### src/rtl/sram_arb_pkg.sv
// Shared encodings for the SRAM arbiter: FSM states, owner codes and the
// default SRAM geometry also used by the CTL and DMA blocks.
package sram_arb_pkg;

    localparam int SRAM_ADDR_W = 16;
    localparam int SRAM_DATA_W = 32;

    localparam logic [1:0] IDLE    = 2'd0;
    localparam logic [1:0] ACC_CPU = 2'd1;
    localparam logic [1:0] ACC_DMA = 2'd2;

    typedef logic owner_t;
    localparam owner_t OWN_CPU = 1'b0;
    localparam owner_t OWN_DMA = 1'b1;

endpackage

### src/rtl/sram_arb_pick.sv
// Winner selection for the SRAM arbiter. Fixed CPU priority with a DMA
// starvation override by default; round-robin when SRAM_ARB_RR_EN is defined.
module sram_arb_pick
    import sram_arb_pkg::*;
#(
    parameter int STARVE_LIMIT = 8
) (
    input  logic       cpu_req,
    input  logic       dma_req,
    input  logic [7:0] starve_cnt,
    input  owner_t     rr_last,
    output owner_t     owner,
    output logic       valid
);

    logic conflict;
    assign conflict = cpu_req && dma_req;
    assign valid    = cpu_req || dma_req;

`ifdef SRAM_ARB_RR_EN
    // The starvation counter is tied off in this build.
    logic unused_starve;
    assign unused_starve = ^starve_cnt;

    always_comb begin
        owner = dma_req ? OWN_DMA : OWN_CPU;
        if (conflict)
            owner = (rr_last == OWN_DMA) ? OWN_CPU : OWN_DMA;
    end
`else
    logic unused_rr;
    assign unused_rr = rr_last;

    always_comb begin
        owner = dma_req ? OWN_DMA : OWN_CPU;
        if (conflict)
            owner = (starve_cnt == 8'(STARVE_LIMIT)) ? OWN_DMA : OWN_CPU;
    end
`endif

endmodule

### src/rtl/sram_arbiter.sv
// Two-master (CPU, DMA) arbiter for the single-port SRAM with registered
// commands and 2-cycle read latency. Define SRAM_ARB_RR_EN for round-robin.
module sram_arbiter
    import sram_arb_pkg::*;
#(
    parameter int ADDR_W       = SRAM_ADDR_W,
    parameter int DATA_W       = SRAM_DATA_W,
    parameter int STARVE_LIMIT = 8
) (
    input  logic              clk,
    input  logic              reset,
    input  logic              cpu_req,
    input  logic              cpu_we,
    input  logic [ADDR_W-1:0] cpu_addr,
    input  logic [DATA_W-1:0] cpu_wdata,
    output logic              cpu_gnt,
    output logic              cpu_rvalid,
    output logic [DATA_W-1:0] cpu_rdata,
    input  logic              dma_req,
    input  logic              dma_we,
    input  logic [ADDR_W-1:0] dma_addr,
    input  logic [DATA_W-1:0] dma_wdata,
    output logic              dma_gnt,
    output logic              dma_rvalid,
    output logic [DATA_W-1:0] dma_rdata,
    output logic              sram_EN,
    output logic              sram_WE,
    output logic [ADDR_W-1:0] sram_ADDR,
    output logic [DATA_W-1:0] sram_DI,
    input  logic [DATA_W-1:0] sram_DO
);

    logic [1:0]        state;
    logic [7:0]        starve_cnt;
    owner_t            rr_last;
    owner_t            owner;
    logic              pick_valid;
    logic              sel_we;
    logic [ADDR_W-1:0] sel_addr;
    logic [DATA_W-1:0] sel_wdata;

    sram_arb_pick #(
        .STARVE_LIMIT(STARVE_LIMIT)
    ) u_pick (
        .cpu_req   (cpu_req),
        .dma_req   (dma_req),
        .starve_cnt(starve_cnt),
        .rr_last   (rr_last),
        .owner     (owner),
        .valid     (pick_valid)
    );

    always_comb begin
        sel_we    = cpu_we;
        sel_addr  = cpu_addr;
        sel_wdata = cpu_wdata;
        if (owner == OWN_DMA) begin
            sel_we    = dma_we;
            sel_addr  = dma_addr;
            sel_wdata = dma_wdata;
        end
    end

    assign cpu_rdata = sram_DO;
    assign dma_rdata = sram_DO;

    // Every access is IDLE -> ACC_x -> IDLE; requests are only looked at in IDLE.
    always_ff @(posedge clk) begin
        if (reset) begin
            state      <= IDLE;
            sram_EN    <= 1'b0;
            sram_WE    <= 1'b0;
            sram_ADDR  <= '0;
            sram_DI    <= '0;
            cpu_gnt    <= 1'b0;
            dma_gnt    <= 1'b0;
            cpu_rvalid <= 1'b0;
            dma_rvalid <= 1'b0;
            rr_last    <= OWN_DMA;
        end else begin
            case (state)
                IDLE: begin
                    cpu_rvalid <= 1'b0;
                    dma_rvalid <= 1'b0;
                    if (pick_valid) begin
                        state     <= (owner == OWN_DMA) ? ACC_DMA : ACC_CPU;
                        sram_EN   <= 1'b1;
                        sram_WE   <= sel_we;
                        sram_ADDR <= sel_addr;
                        if (sel_we)
                            sram_DI <= sel_wdata;
                        cpu_gnt   <= (owner == OWN_CPU);
                        dma_gnt   <= (owner == OWN_DMA);
                        rr_last   <= owner;
                    end else begin
                        sram_EN <= 1'b0;
                        sram_WE <= 1'b0;
                        cpu_gnt <= 1'b0;
                        dma_gnt <= 1'b0;
                    end
                end
                ACC_CPU, ACC_DMA: begin
                    state      <= IDLE;
                    sram_EN    <= 1'b0;
                    sram_WE    <= 1'b0;
                    cpu_gnt    <= 1'b0;
                    dma_gnt    <= 1'b0;
                    cpu_rvalid <= (state == ACC_CPU) && !sram_WE;
                    dma_rvalid <= (state == ACC_DMA) && !sram_WE;
                end
                default: begin
                    state   <= IDLE;
                    sram_EN <= 1'b0;
                    sram_WE <= 1'b0;
                    cpu_gnt <= 1'b0;
                    dma_gnt <= 1'b0;
                end
            endcase
        end
    end

`ifdef SRAM_ARB_RR_EN
    assign starve_cnt = '0;
`else
    // Counts IDLE cycles in which the DMA asked and lost; saturates at the limit.
    always_ff @(posedge clk) begin
        if (reset) begin
            starve_cnt <= '0;
        end else if (state == IDLE && pick_valid) begin
            if (owner == OWN_DMA)
                starve_cnt <= '0;
            else if (dma_req && starve_cnt != 8'(STARVE_LIMIT))
                starve_cnt <= starve_cnt + 8'd1;
        end
    end
`endif

endmodule

### config.mk
export PLATFORM = sky130hd
export DESIGN_NAME = sram_arbiter
export DESIGN_NICKNAME = d
export VERILOG_FILES = /design/src/rtl/sram_arb_pkg.sv /design/src/rtl/sram_arb_pick.sv /design/src/rtl/sram_arbiter.sv
export SDC_FILE = /design/constraint.sdc
export NUM_CORES = 1
export LEC_CHECK = 0
export BUFFER_PORTS_ARGS = -buffer_cell sky130_fd_sc_hd__buf_2
export CORE_ASPECT_RATIO = 2
export CORE_MARGIN = 5
export CORE_UTILIZATION = 35
export CTS_CLUSTER_DIAMETER = 30
export DETAILED_ROUTE_END_ITERATION = 10
export PLACE_DENSITY = 0.71
export SLEW_MARGIN = 15
export SYNTH_ARGS = -nofsm -noshare
export SYNTH_HDL_FRONTEND = slang
export SYNTH_SLANG_ARGS = --single-unit
### constraint.sdc
create_clock -name clk -period 4.02 [get_ports clk]
set_clock_uncertainty 0.2 [all_clocks]
set_input_delay 0.804 -clock clk [delete_from_list [all_inputs] [get_ports clk]]
set_output_delay 0.804 -clock clk [all_outputs]
set_load 0.02 [all_outputs]
== After elaboration in Yosys (flattened, before gate mapping) ==
Cells that the tools add are included.

* Add/sub/neg operators: 1
* Reduce and logical (&&, ||, !) cells: 16
* Eq/ne operators: 4
* Multiplexer cells: 12
* Bitwise operators: 3

{| class="wikitable"
|+ Operator list
! operator !! number
|-
| $mux W32 || 1
|-
| $mux W16 || 1
|-
| $mux W8 || 2
|-
| $add A8 B1 Y8 const B || 1
|-
| $eq A8 B4 Y1 const B || 1
|-
| $ne A8 B4 Y1 const B || 1
|-
| $logic_and A1 B1 Y1 || 5
|-
| $mux W1 || 5
|-
| $pmux W1 S2 || 2
|-
| $reduce_and A2 Y1 || 2
|-
| $reduce_bool A2 Y1 || 2
|-
| $reduce_or A2 Y1 || 2
|-
| $not A1 Y1 || 3
|-
| $reduce_and A3 Y1 || 1
|-
| $reduce_or A3 Y1 || 1
|-
| $eq A2 B1 Y1 const B || 1
|-
| $eq A2 B2 Y1 const B || 1
|-
| $logic_not A2 Y1 || 1
|-
| $mux W2 || 1
|-
| $logic_not A1 Y1 || 1
|-
| $logic_or A1 B1 Y1 || 1
|}

* Bits of input ports: 134
* Word-level logic and storage cells: 46
* Bits in registers: 64

== Logic depth before layout (Yosys ltp) ==
* Depth in word-level cells: 5
* Depth in mapped cells: 8

== Modules after synthesis ==
Synthesis repeated with hierarchy kept, for this count alone.

* Cell total of the unflattened synthesis: 378
* Area, all modules: 3474.6 µm²

{| class="wikitable"
|+ By module, submodules not included
! module !! sequential area each (µm²) !! area each (µm²) !! instances !! cells an instance
|-
| sram_arbiter || 1301.2 || 3429.5 || 1 || 373
|-
| sram_arb_pick || 0.0 || 45.0 || 1 || 5
|}

== Least setup slack after synthesis ==
Ideal clock, no wire load.

* Path type: input -> register
* Start point: input dma_req
* End point: register sram_DI[10]
* Data arrival time: 1.968 ns
* Required time: 3.701 ns
* Library setup time: 0.119 ns
* Path buffers: 2
* Setup slack: 1.733 ns
* Stages: 6
* Cell sequence: clkbuf_1 > and4bb_1 > a21oi_2 > a21o_2 > buf_6 > o221a_1

* Word-level cells in the longest chain between the ends: 4

{| class="wikitable"
|+ RTL lines
! element !! RTL line !! RTL
|-
| start, declared || sram_arbiter.sv:19 || <nowiki>input logic dma_req,</nowiki>
|-
| $mux W1 or $logic_and A1 B1 Y1 (tied branches) || sram_arb_pick.sv:35, sram_arb_pick.sv:17 ||
|-
| $mux W1 || sram_arb_pick.sv:36 || <nowiki>if (conflict)</nowiki>
|-
| $mux W1 || sram_arbiter.sv:57 || <nowiki>if (owner == OWN_DMA) begin</nowiki>
|-
| $reduce_and A3 Y1 (no source line) || n/a ||
|-
| end signal, assigned || sram_arbiter.sv:91 || <nowiki>sram_DI <= sel_wdata;</nowiki>
|-
| end, declared || sram_arbiter.sv:29 || <nowiki>output logic [DATA_W-1:0] sram_DI,</nowiki>
|}

Parallel ways exist; a longest one is shown, timed or not.
A chain may end at the register's enable or synchronous reset.

== Worst setup path after layout ==
* Start point: register starve_cnt[0]
* End point: register sram_DI[5]

* Word-level cells in the longest chain between the ends: 5

{| class="wikitable"
|+ RTL lines
! element !! RTL line !! RTL
|-
| start, declared || sram_arbiter.sv:34 || <nowiki>logic [7:0] starve_cnt;</nowiki>
|-
| start signal, assigned || sram_arbiter.sv:133 || <nowiki>starve_cnt <= starve_cnt + 8'd1;</nowiki>
|-
| $eq A8 B4 Y1 (*) || sram_arb_pick.sv:37 || <nowiki>owner = (starve_cnt == 8'(STARVE_LIMIT)) ? OWN_DMA : OWN_CPU;</nowiki>
|-
| $mux W1 (*) || sram_arb_pick.sv:37 ||
|-
| $mux W1 (*) || sram_arb_pick.sv:36 ||
|-
| $mux W1 || sram_arbiter.sv:57 ||
|-
| $reduce_and A3 Y1 (no source line) || n/a ||
|}

Every way passes the cells marked *; elsewhere a longest branch is shown, timed or not.

==> summary.md <==
| Metric | Value |
|---|---|
| Worst Path Max Fanout | `32` |
| Fin crit share | `65.97%` |
| Final hold violation count | `0` |
| Max Cap Viol | `0` |
| Min cycle time layout | `2.652 ns` |
| Die ar. | `11800 um^2` |
| Tot GR Track Use | `15.70%` |
| Fmax | `0.3771 GHz` |
| Initial antenna violation count | `0` |
| Dpl cells | `558` |
| RSZ-0062 raised after global routing | `no` |
| Tightest Pin Transition | `1.166 ns` |
| TritonCTS clock tree | `done` |
| Synth top area share | `38.07%` |
| Global-route wire length before repair | `14400 um` |
| Largest cells by area after synthesis | `dfxtp_1 (38%), buf_4 (14%), o221a_1 (11%), a21oi_1 (7.9%), inv_1 (4.1%)` |
| Main synth FF type | `dfxtp_1` |
| Diodes inserted | `0` |
| Outcome | `completed` |
| Ys Warns | `0` |
| Rows | `50` |
| Crit-path cells | `inv_1 > ha_1 > nor4b_4 > a31o_2 > nand2_1 > o221a_1` |
| CTS H-tree lvls | `3` |
| Starting Density | `35.87%` |
| Core area | `9384 um^2` |
| Distinct cells, synth | `36` |
| Post-synthesis async set-or-reset flop share | `0%` |
| Final setup fails | `0` |
| Root buf cell | `clkbuf_16` |
| Net count, final | `605` |
| Total CTS buffers | `9` |
| Routability-driven placement congestion ratio | `0.7237` |
| Number of global-route vias before repair | `3028` |
| Number of iterations in the first detailed-routing pass | `4` |
| DR iter-0 viols | `133` |
| CTS max path bufs | `2` |
| Fill cell count | `935` |
| Ratio of cells with drive above 1 in the final layout | `39.79%` |
| EDFF count, synth | `0` |
| Clk_lat worst skew | `0.33 ns` |
| Crit path DAT | `2.67 ns` |
| Synthesized flop and latch total | `64` |
| DR vias | `2967` |
| Post-DRT Antenna Nets | `0` |
| Setup bufs post-CTS | `0` |
| Port Buffers | `155` |
| # DRC | `0` |
| PwrDens | `466.6 nW/um^2` |
| Avg WL per Cell | `16.00 um` |
| Min-Delay Path Class | `flip-flop to flip-flop` |
| P_leak | `1.986 nW` |
| Synth top cells by count | `buf_4 (65), dfxtp_1 (64), a21oi_1 (53), inv_1 (37), o221a_1 (32)` |
| Vias per cell | `5.169` |
| Synth-to-Final Area Change | `18.88%` |
| Die Y | `148.7 um` |
| Worst-path clk slew | `0.06 ns` |
| # IOs | `252` |
| CTS sink cnt | `64` |
| Peak VDD IR | `0.2128 mV` |
| Syn Inst Count | `384` |
| Non-Filler Instances | `574` |
| Tot Pwr | `0.001867 W` |
| Post_cts resized | `0` |
| Cell taking the most area after synthesis | `dfxtp_1` |
| Synth Area per Inst | `8.765 um^2` |
| Final setup TNS | `0 ns` |
| Post-Synthesis Cell Area | `3366 um^2` |
| Largest net degree at the start of global routing | `37` |
| Mapped Nets | `524` |
| Critical Path Max Stage Delay | `0.63 ns` |
| Final Util | `42.64%` |
| Critical path class | `flip-flop to flip-flop` |
| Slew Viols, Final | `0` |
| Register area share after synthesis | `38.07%` |
| Critical path's slowest cell | `nand2_1` |
| Grt ovf | `0` |
| Data required, critical path | `4.03 ns` |
| CP Capture Type | `flip-flop` |
| Die Wd | `79.34 um` |
| Hold_buf cts | `0` |
| Family with the most delay on the worst path | `simple AND/OR/NAND/NOR gates` |
| Slew HR | `22.09%` |
| Post-Route WL | `9185 um` |
| Count leader, synth | `buf_4` |
| Worst Path Buf+Inv | `1` |
| HPWL Detailed | `7144 um` |
| Startpoint types | `flip-flop` |
[where the power goes]
group	leakage [nW]	switching [W]	internal [W]
logic	1.31	0.000203	0.000137
clock network	0.152	0.000290	0.000518
registers	0.528	0.0000293	0.000690
total	1.99	0.000522	0.00134
[logic make-up (layout without fill, tap and decap cells)]
family	count (synthesis)	in the layout	synth area share [%]
flip-flops	64	64	38.07
buffers and inverters	125	211	22.23
adder cells (fa/ha/maj)	6	6	2.230
XOR/XNOR	5	5	1.301
AO/OA/AOI/OAI	112	112	25.76
AND/OR/NAND/NOR	72	72	10.41
[metal layers]
layer	part of all wire [%]	vias to the layer above	wire (um)	global-route usage (%)
li1	-	1426	-	-
met1	33	1342	3039	14.65
met2	52	126	4819	27.96
met3	7.5	73	685	4.121
met4	7.0	0	640	12.56
met5	0	-	0	0
[per-stage QoR]
step	worst slack, ns	hold slack, ns	area (um^2)
global placement	1.249	0.2740	3685
floorplan	1.733	0.2614	3366
detailed placement	1.145	0.2880	3685
finish	1.368	0.2955	4001
global route	1.203	0.3131	4001
CTS	1.345	0.2993	4001
[cells in the final DEF (no fill, tap or decap)]
cell | synthesis | final
nand2b_1 | 1 | 1
ha_1 | 6 | 6
nand3_1 | 4 | 4
clkbuf_8 | 0 | 2
a211oi_1 | 10 | 10
o21ai_1 | 1 | 1
a21oi_2 | 2 | 2
a31oi_1 | 1 | 1
nor2_1 | 21 | 21
dfxtp_1 | 64 | 64
nand4_1 | 3 | 3
nor4b_4 | 1 | 1
inv_6 | 0 | 1
and2_1 | 1 | 1
clkinvlp_4 | 0 | 1
bufinv_16 | 0 | 1
inv_1 | 37 | 37
or3_1 | 1 | 1
o21ai_0 | 1 | 1
xnor2_1 | 2 | 2
nor2b_1 | 2 | 2
o21a_1 | 1 | 1
buf_2 | 4 | 155
a21o_2 | 1 | 1
xor2_1 | 3 | 3
clkinv_4 | 0 | 2
a21oi_1 | 53 | 53
and3_1 | 2 | 2
o221a_1 | 32 | 32
clkbuf_16 | 0 | 9
nor3b_1 | 1 | 1
and4bb_1 | 1 | 1
buf_4 | 65 | 3
nor3_1 | 9 | 9
a31o_2 | 1 | 1
a211oi_2 | 8 | 8
nand2_1 | 24 | 24
a21o_1 | 1 | 1
nor4bb_1 | 1 | 1
[cell type report]
cell class / count / area (um^2) / area share, %
Sequential cell: 64 / 1281 / 32.02
Clock buffer: 11 / 252.7 / 6.316
Timing Repair Buffer: 158 / 798.3 / 19.95
Multi-Input combinational cell: 195 / 1336 / 33.40
Clock inverter: 5 / 63.81 / 1.595
Tap cell: 104 / 130.1 / 3.252
Inverter: 37 / 138.9 / 3.471
[tightest hold or removal path: stages, from the launching register on]
cell      delay [ns]
dfxtp_1         0.31
nor2_1          0.09
a211oi_1        0.05
[path summary, 6_finish.rpt]
check / cells after the start / from / slack, ns / to
setup reg to reg: 6 / starve_cnt[0] / 1.37 / sram_DI[5]
hold / removal: 2 / sram_ADDR[0] / 0.30 / sram_ADDR[0]
hold reg to reg: 2 / sram_ADDR[0] / 0.30 / sram_ADDR[0]
setup / recovery: 6 / starve_cnt[0] / 1.37 / sram_DI[5]
[flip-flops by register name, indices dropped and copies added, names as in the netlist]
register / flops
starve_cnt: 8
sram_ADDR: 16
sram_WE: 1
sram_EN: 1
cpu_gnt: 1
dma_gnt: 1
sram_DI: 32
cpu_rvalid: 1
dma_rvalid: 1
state: 2
Power figures use the tool's default switching activity.
